<file path="src/rtl/pc_gen.sv">
// pc_gen: registered fetch program counter with EX branch resolution and an optional return-address stack
//
// Optional feature macro: PC_GEN_RAS_EN
//   defined   -> RAS predicts returns at ID; correctly predicted JALRs do not redirect
//   undefined -> no RAS; id_pred_* tied low; every JALR redirects from EX
//
// Ports:
//   clk, rst                 clock (rising edge), asynchronous active-high reset
//   stall                    hold if_pc; ID hints ignored
//   exc                      exception taken this cycle, fetch goes to EXC_VECTOR
//   ex_valid, ex_branch      EX instruction valid and its BRANCH_* code
//   ex_zero, ex_lt           ALU compare flags
//   ex_pc, ex_rs1, ex_imm    EX operands for target computation
//   ex_pred_taken/target     return prediction carried down from ID
//   id_valid, id_is_call,
//   id_is_ret, id_pc         ID hints for RAS push/pop
//   if_pc                    registered fetch address
//   redirect                 flush IF/ID and ID/EX this cycle
//   id_pred_taken/target     combinational return prediction (RAS top before this cycle's pop)
module pc_gen #(
    parameter int              XLEN       = 32,
    parameter logic [XLEN-1:0] RESET_PC   = 32'h0000_0000,
    parameter logic [XLEN-1:0] EXC_VECTOR = 32'h1C09_0000,
    parameter int              RAS_DEPTH  = 4
) (
    input  logic            clk,
    input  logic            rst,
    input  logic            stall,
    input  logic            exc,
    input  logic            ex_valid,
    input  logic [3:0]      ex_branch,
    input  logic            ex_zero,
    input  logic            ex_lt,
    input  logic [XLEN-1:0] ex_pc,
    input  logic [XLEN-1:0] ex_rs1,
    input  logic [XLEN-1:0] ex_imm,
    input  logic            ex_pred_taken,
    input  logic [XLEN-1:0] ex_pred_target,
    input  logic            id_valid,
    input  logic            id_is_call,
    input  logic            id_is_ret,
    input  logic [XLEN-1:0] id_pc,
    output logic [XLEN-1:0] if_pc,
    output logic            redirect,
    output logic            id_pred_taken,
    output logic [XLEN-1:0] id_pred_target
);

    // Branch codes as defined in ctrl_encode_def.v
    localparam logic [3:0] BRANCH_NONE      = 4'd0;
    localparam logic [3:0] BRANCH_BEQ       = 4'd1;
    localparam logic [3:0] BRANCH_BNE       = 4'd2;
    localparam logic [3:0] BRANCH_BLT       = 4'd3;
    localparam logic [3:0] BRANCH_BGE       = 4'd4;
    localparam logic [3:0] BRANCH_BLTU      = 4'd5;
    localparam logic [3:0] BRANCH_BGEU      = 4'd6;
    localparam logic [3:0] BRANCH_JAL       = 4'd7;
    localparam logic [3:0] BRANCH_JALR      = 4'd8;
    localparam logic [3:0] BRANCH_STALL     = 4'd9;
    localparam logic [3:0] BRANCH_EXCEPTION = 4'd10;

    logic            taken;
    logic            is_jalr;
    logic            jalr_mis;
    logic            ex_mis;
    logic            ret_hit;
    logic [XLEN-1:0] jalr_sum;
    logic [XLEN-1:0] ex_target;
    logic [XLEN-1:0] next_pc;

    // STALL/EXCEPTION codes fall into the default: no branch, exc is the real exception source
    always_comb begin
        taken = 1'b0;
        case (ex_branch)
            BRANCH_BEQ:               taken = ex_zero;
            BRANCH_BNE:               taken = !ex_zero;
            BRANCH_BLT, BRANCH_BLTU:  taken = ex_lt;
            BRANCH_BGE, BRANCH_BGEU:  taken = !ex_lt;
            BRANCH_JAL, BRANCH_JALR:  taken = 1'b1;
            default:                  taken = 1'b0;
        endcase
    end

    assign is_jalr   = ex_branch == BRANCH_JALR;
    assign jalr_sum  = ex_rs1 + ex_imm;
    assign ex_target = is_jalr ? {jalr_sum[XLEN-1:1], 1'b0} : ex_pc + ex_imm;

    // Conditional branches and JAL are predicted not-taken, so any taken one is a mispredict
    assign ex_mis   = !rst && ex_valid && (is_jalr ? jalr_mis : taken);
    assign redirect = !rst && (exc || ex_mis || ret_hit);

    always_comb begin
        next_pc = exc     ? EXC_VECTOR :
                  ex_mis  ? ex_target :
                  stall   ? if_pc :
                  ret_hit ? id_pred_target :
                            if_pc + XLEN'(4);
    end

    always_ff @(posedge clk or posedge rst) begin
        if (rst)
            if_pc <= RESET_PC;
        else
            if_pc <= next_pc;
    end

`ifdef PC_GEN_RAS_EN
    localparam int PW = $clog2(RAS_DEPTH);
    localparam int CW = $clog2(RAS_DEPTH + 1);

    logic [XLEN-1:0] ras [RAS_DEPTH];
    logic [PW-1:0]   top;
    logic [PW-1:0]   top_m1;
    logic [CW-1:0]   cnt;
    logic [XLEN-1:0] ret_addr;
    logic            id_ok;
    logic            push;
    logic            pop;

    // top points at the next free slot; the live return address sits one below it
    assign top_m1         = top - PW'(1);
    assign ret_addr       = id_pc + XLEN'(4);
    assign id_ok          = id_valid && !stall && !exc && !ex_mis;
    assign push           = id_ok && id_is_call;
    assign pop            = id_ok && id_is_ret && cnt != '0;
    assign id_pred_taken  = !rst && id_valid && id_is_ret && cnt != '0;
    assign id_pred_target = ras[top_m1];
    assign ret_hit        = id_ok && id_is_ret && id_pred_taken;
    assign jalr_mis       = !ex_pred_taken || ex_target != ex_pred_target;

    // Full push overwrites the oldest slot (the one at top); count saturates
    always_ff @(posedge clk or posedge rst) begin
        if (rst) begin
            top <= '0;
            cnt <= '0;
            for (int i = 0; i < RAS_DEPTH; i++)
                ras[i] <= '0;
        end else if (push && pop) begin
            ras[top_m1] <= ret_addr;
        end else if (push) begin
            ras[top] <= ret_addr;
            top      <= top + PW'(1);
            if (cnt != CW'(RAS_DEPTH))
                cnt <= cnt + CW'(1);
        end else if (pop) begin
            top <= top_m1;
            cnt <= cnt - CW'(1);
        end
    end
`else
    logic unused_ok;

    assign id_pred_taken  = 1'b0;
    assign id_pred_target = '0;
    assign ret_hit        = 1'b0;
    assign jalr_mis       = 1'b1;
    assign unused_ok      = &{1'b0, ex_pred_taken, ex_pred_target, id_valid, id_is_call,
                              id_is_ret, id_pc, RAS_DEPTH[0]};
`endif

endmodule

</file>
<file path="config.mk">
export PLATFORM = sky130hd
export DESIGN_NAME = pc_gen
export DESIGN_NICKNAME = d
export VERILOG_FILES = /design/src/rtl/pc_gen.sv
export SDC_FILE = /design/constraint.sdc
export NUM_CORES = 1
export LEC_CHECK = 0
export CAP_MARGIN = 20
export CORE_AREA = 4 4 147 149
export DETAILED_ROUTE_END_ITERATION = 6
export DIE_AREA = 0 0 151 153
export GPL_TIMING_DRIVEN = 0
export PLACE_DENSITY_LB_ADDON = 0.08
export SYNTH_ARGS = -nofsm -noshare
export SYNTH_HDL_FRONTEND = slang
export SYNTH_SLANG_ARGS = --single-unit
</file>
<file path="constraint.sdc">
create_clock -name clk -period 2.6 [get_ports clk]
set_input_delay 0.52 -clock clk [delete_from_list [all_inputs] [get_ports clk]]
set_output_delay 0.52 -clock clk [all_outputs]
set_load 0.02 [all_outputs]
</file>
After elaboration in Yosys (flattened, before gate mapping)
Index checks and enable logic that the tools add are counted.

word-level totals
  register bits after elaboration = 32
  bits of input ports = 175
  output and inout port bits = 66
  word-level logic and storage cells = 29

cells by class
  add/subtract/negate cells = 3
  eq/ne operators = 9
  multiplexer cells = 6
  reductions and logical operators = 10

operators with widths
  cell                     number
  $mux W32                 4
  $add A32 B32 Y32         2
  $add A32 B3 Y32 const B  1
  $eq A4 B3 Y1 const B     4
  $eq A4 B2 Y1 const B     2
  $reduce_or A2 Y1         3
  $pmux W1 S5              1
  $eq A4 B1 Y1 const B     1
  $eq A4 B4 Y1 const B     1
  $logic_and A1 B1 Y1      3
  $logic_not A1 Y1         3
  $ne A3 B1 Y1 const B     1
  $logic_or A1 B1 Y1       1
  $mux W1                  1

Logic depth before layout (Yosys ltp)
  depth after elaboration = 7
  mapped depth = 12
  gate-level depth less buffers = 12

Least setup slack after synthesis
OpenSTA, ideal clock, no wires.

  path type = input to register
  start point = in ex_pc[0]
  end point = reg if_pc[22]
  setup time = 0.104 ns
  arrival = 2.701 ns
  required time = 2.496 ns
  path slack = -0.205 ns
  cell stages on the path = 12
  path buffers = 0
  cells stage by stage = ha_1 > inv_1 > fa_1 > nand2b_1 > a21oi_1 > o311ai_1 > a31oi_1 > o31ai_2 > nand2b_1 > a211oi_1 > or3_1 > a221oi_1

between the ends
  cells in the longest elaborated chain, start to end = 4

RTL lines
  item                  line  source
  start, declared       34    input logic [XLEN-1:0] ex_pc,
  $add A32 B32 Y32      86    assign ex_target = is_jalr ? {jalr_sum[XLEN-1:1], 1'b0} : ex_pc + ex_imm;
  $mux W32              86
  $mux W32              94    ex_mis ? ex_target :
  $mux W32              93    next_pc = exc ? EXC_VECTOR :
  end signal, assigned  104   if_pc <= next_pc;
  end, declared         43    output logic [XLEN-1:0] if_pc,

No other way between the ends.
A chain may end at the register's enable or synchronous reset.

Worst setup path after layout
  start point = in ex_pc[3]
  end point = reg if_pc[22]

Same word-level chain as after synthesis.

==> results.cfg <==
[status]
status = finished with violations
failed_checks = setup timing

[cells_and_area]
largestRegisters = if_pc: 32 flops
diodes = 0
drive_above_1_share = 0.340
fin_util = 0.463
largest_register_ffs = 32
area_delta_synth_final_pct = 66.8
fin_nets = 1235
fin_area_um2 = 9340
regMostFlops = if_pc

[sta]
slew_violations = 0
layout_setup_ws_ns = -0.104
fin_crit_sh = 1.04
skew_ns = 0.00500
fin_crit_ns = 2.70
worst_pin_slew_ns = 0.745
hold_viol_final = 0
fmax_mhz = 370
rsz0062_at_grt = true
max_slew_margin = 0.503
holdWs_ns = 0.518
finalSetupViolations = 5
finalSetupTns_ns = -0.371

[power]
power_frac_clock = 0.231
power.internal_mw = 1.96
p_leak_nw = 3.84
comb_power_share = 0.593
p_seq_frac = 0.176
ir_drop_mv = 0.233
power_switching_mw = 1.22
p_sw_frac = 0.385
p_per_area_nw_per_um2 = 341

[yosys]
yosys-top-cells-area = dfrtp_1 (14%), ha_1 (14%), a21oi_1 (6.9%), xnor2_1 (5.9%), xor2_1 (5.5%)
synthCells = 746
synth-main-ff-cell = dfrtp_1
synth_area_leader_cell = dfrtp_1
synth_top_cell_area_share = 0.143
yosysWarnings = 0
async_reset_ff_frac = 1.00
synth_cell_type_count = 75
synth_edf_count = 0
avgSynthCellArea_um2 = 7.50
synth_seq_area_share = 0.143
syn_area_um2 = 5600
yosys_register_bits = 32

[global_routing]
antenna_found_initial = 0
track_usage = 0.181
grt_max_degree = 35
grt_pass1_vias = 6457
grt_pass1_wl_mm = 33.6
overflow = 0

[routing]
viasPerCell = 5.03
antenna_left = 0
vias = 6373
drcViolationCount = 0
drt_first_pass_iters = 4
drtIter0Drc = 273
wl_per_cell_um = 17.5
routed_wl_mm = 22.1

[die]
initial_core_util = 0.278
rows = 52
top_level_ports = 241
dieArea_um2 = 23100
die_w_um = 151
die_y_um = 153
core_area_um2 = 20200

[placed_design]
pre_cts_ws_ns = -1.46
gp_congestion = 0.814
portBuffers = 138
placed_area_um2 = 7480
place_hpwl_mm = 17.2

[worst_setup_path]
ff2ff_setup_slack_ns = 0.16
critPathMaxFanout = 4
critical_path.startpoint_type = input port
critical_path_class = in2reg
arrival_ns = 2.90
cp.required_ns = 2.79
end_kind = register
r2r_cells = 8
regToRegStartpoint = if_pc[13]
regToRegEndpoint = if_pc[29]

[worst_hold_path]
holdPathEnd = if_pc[0]
min_from = if_pc[0]
hold_class = reg2reg
hold-path-cell-count = 2

[cts]
clk_latency_ns = 0.28
h-tree-depth = 2
cts_sinks = 32
clk_pin_slew_ns = 0.06
ctsHoldBuffers = 0
cts_tree = built
cts_inserted_buffers = 5
clockBufferDepth = 2
cts_root_buf = clkbuf_16

[flow_run]
maxCapViolations = 0
area by class of cell:
type,instances,area [um2]
fillers,2050,10800
plain buffers,49,354
inverters,18,93.8
well taps,270,338
clock inverters,1,30.0
clock buffers,7,153
multi-input cells,669,5650
flip-flops and latches,32,801
repair buffers,221,1920
Yosys cell counts (all sizes together) (3+ instances only):
cell type	n
a21oi	79
nand2	67
ha	62
nor2	62
o21ai	41
nand3	38
xnor2	38
buf	36
xor2	35
dfrtp	32
a211oi	27
clkbuf	23
a21o	21
inv	18
nand4	16
nor3	15
o21bai	11
and2	10
nand2b	8
and3	7
a31oi	6
mux2i	6
o21a	6
o31ai	6
o22ai	5
or3	5
a21boi	4
a32oi	4
nor2b	4
nor4	4
o211ai	4
a2111oi	3
a41oi	3
and4	3
o221a	3
per-stage QoR:
stage | power (mW) | instances
2_1_floorplan | 1.46 | 778
3_3_place_gp | 1.95 | 1186
4_1_cts | 3.03 | 1254
6_report | 3.18 | 1267
3_5_place_dp | 1.95 | 1186
5_1_grt | 3.35 | 1267
power groups by stage:
| stage | combinational, mW | clock, mW | sequential, mW |
|---|---|---|---|
| 2_1_floorplan | 0.873 | 0 | 0.590 |
| 3_3_place_gp | 1.39 | 0 | 0.569 |
| 3_5_place_dp | 1.38 | 0 | 0.568 |
| 4_1_cts | 1.73 | 0.735 | 0.560 |
| 5_1_grt | 2.04 | 0.752 | 0.564 |
| 6_report | 1.88 | 0.733 | 0.561 |
per-layer routing:
layer  share of wire  vias up  global-route usage
met1            0.47     3019               0.251
met4           0.011        0              0.0263
met3           0.045       19              0.0207
met2            0.47      150               0.306
met5               0        -                   0
li1                -     3185                   -
how the worst max path moves through the flow:
stage / from / endpoint / slack [ns]
after CTS: ex_imm[0] / if_pc[28] / -0.19
after global placement: ex_imm[2] / if_pc[25] / -1.48
after global routing: ex_imm[0] / if_pc[22] / -0.19
after floorplan: ex_pc[0] / if_pc[22] / -0.05
final: ex_pc[3] / if_pc[22] / -0.10
after detailed placement: ex_imm[2] / if_pc[25] / -1.46
placed cells by master, fill, tap and decap left out, drive strengths merged, types with 11 or more instances in the layout:
cell type      synthesis  layout
a211oi                27      27
a21o                  21      21
a21oi                 79      79
buf                   36     133
clkbuf                23      44
clkdlybuf4s50          0      68
conb                   1      33
dfrtp                 32      32
dlygate4sd2            0      18
ha                    62      62
inv                   18      17
nand2                 67      67
nand3                 38      38
nand4                 16      16
nor2                  62      62
nor3                  15      15
o21ai                 41      41
o21bai                11      11
xnor2                 38      38
xor2                  35      35
worst max-delay path, cell delays in order:
cell           delay (ns)
dlygate4sd2_1        0.26
ha_4                 0.23
o21ai_4              0.14
a21oi_4              0.06
o311ai_4             0.32
a31oi_4              0.20
o31ai_4              0.30
buf_4                0.18
a21oi_4              0.06
or3_4                0.37
a221oi_2             0.23
repair_timing:
item / in CTS / in global routing
buffers inserted: 65 / 18
pin swaps: 94 / 86
resized for setup: 297 / 134
endpoints found under the setup margin: 32 / 24
gates cloned: 0 / 0
cells by family (layout without fill, tap and decap cells):
family	count (synthesis)	count (layout)	share of synthesized area
simple gates	248	248	0.214
compound gates	244	244	0.289
buf+inv	77	296	0.0800
xor+xnor	73	73	0.114
fa+ha+maj	64	64	0.146
flops	32	32	0.143
mux	7	7	0.0127
other cells	1	33	0.000670
No activity file was read; power rests on OpenSTA's default activity.
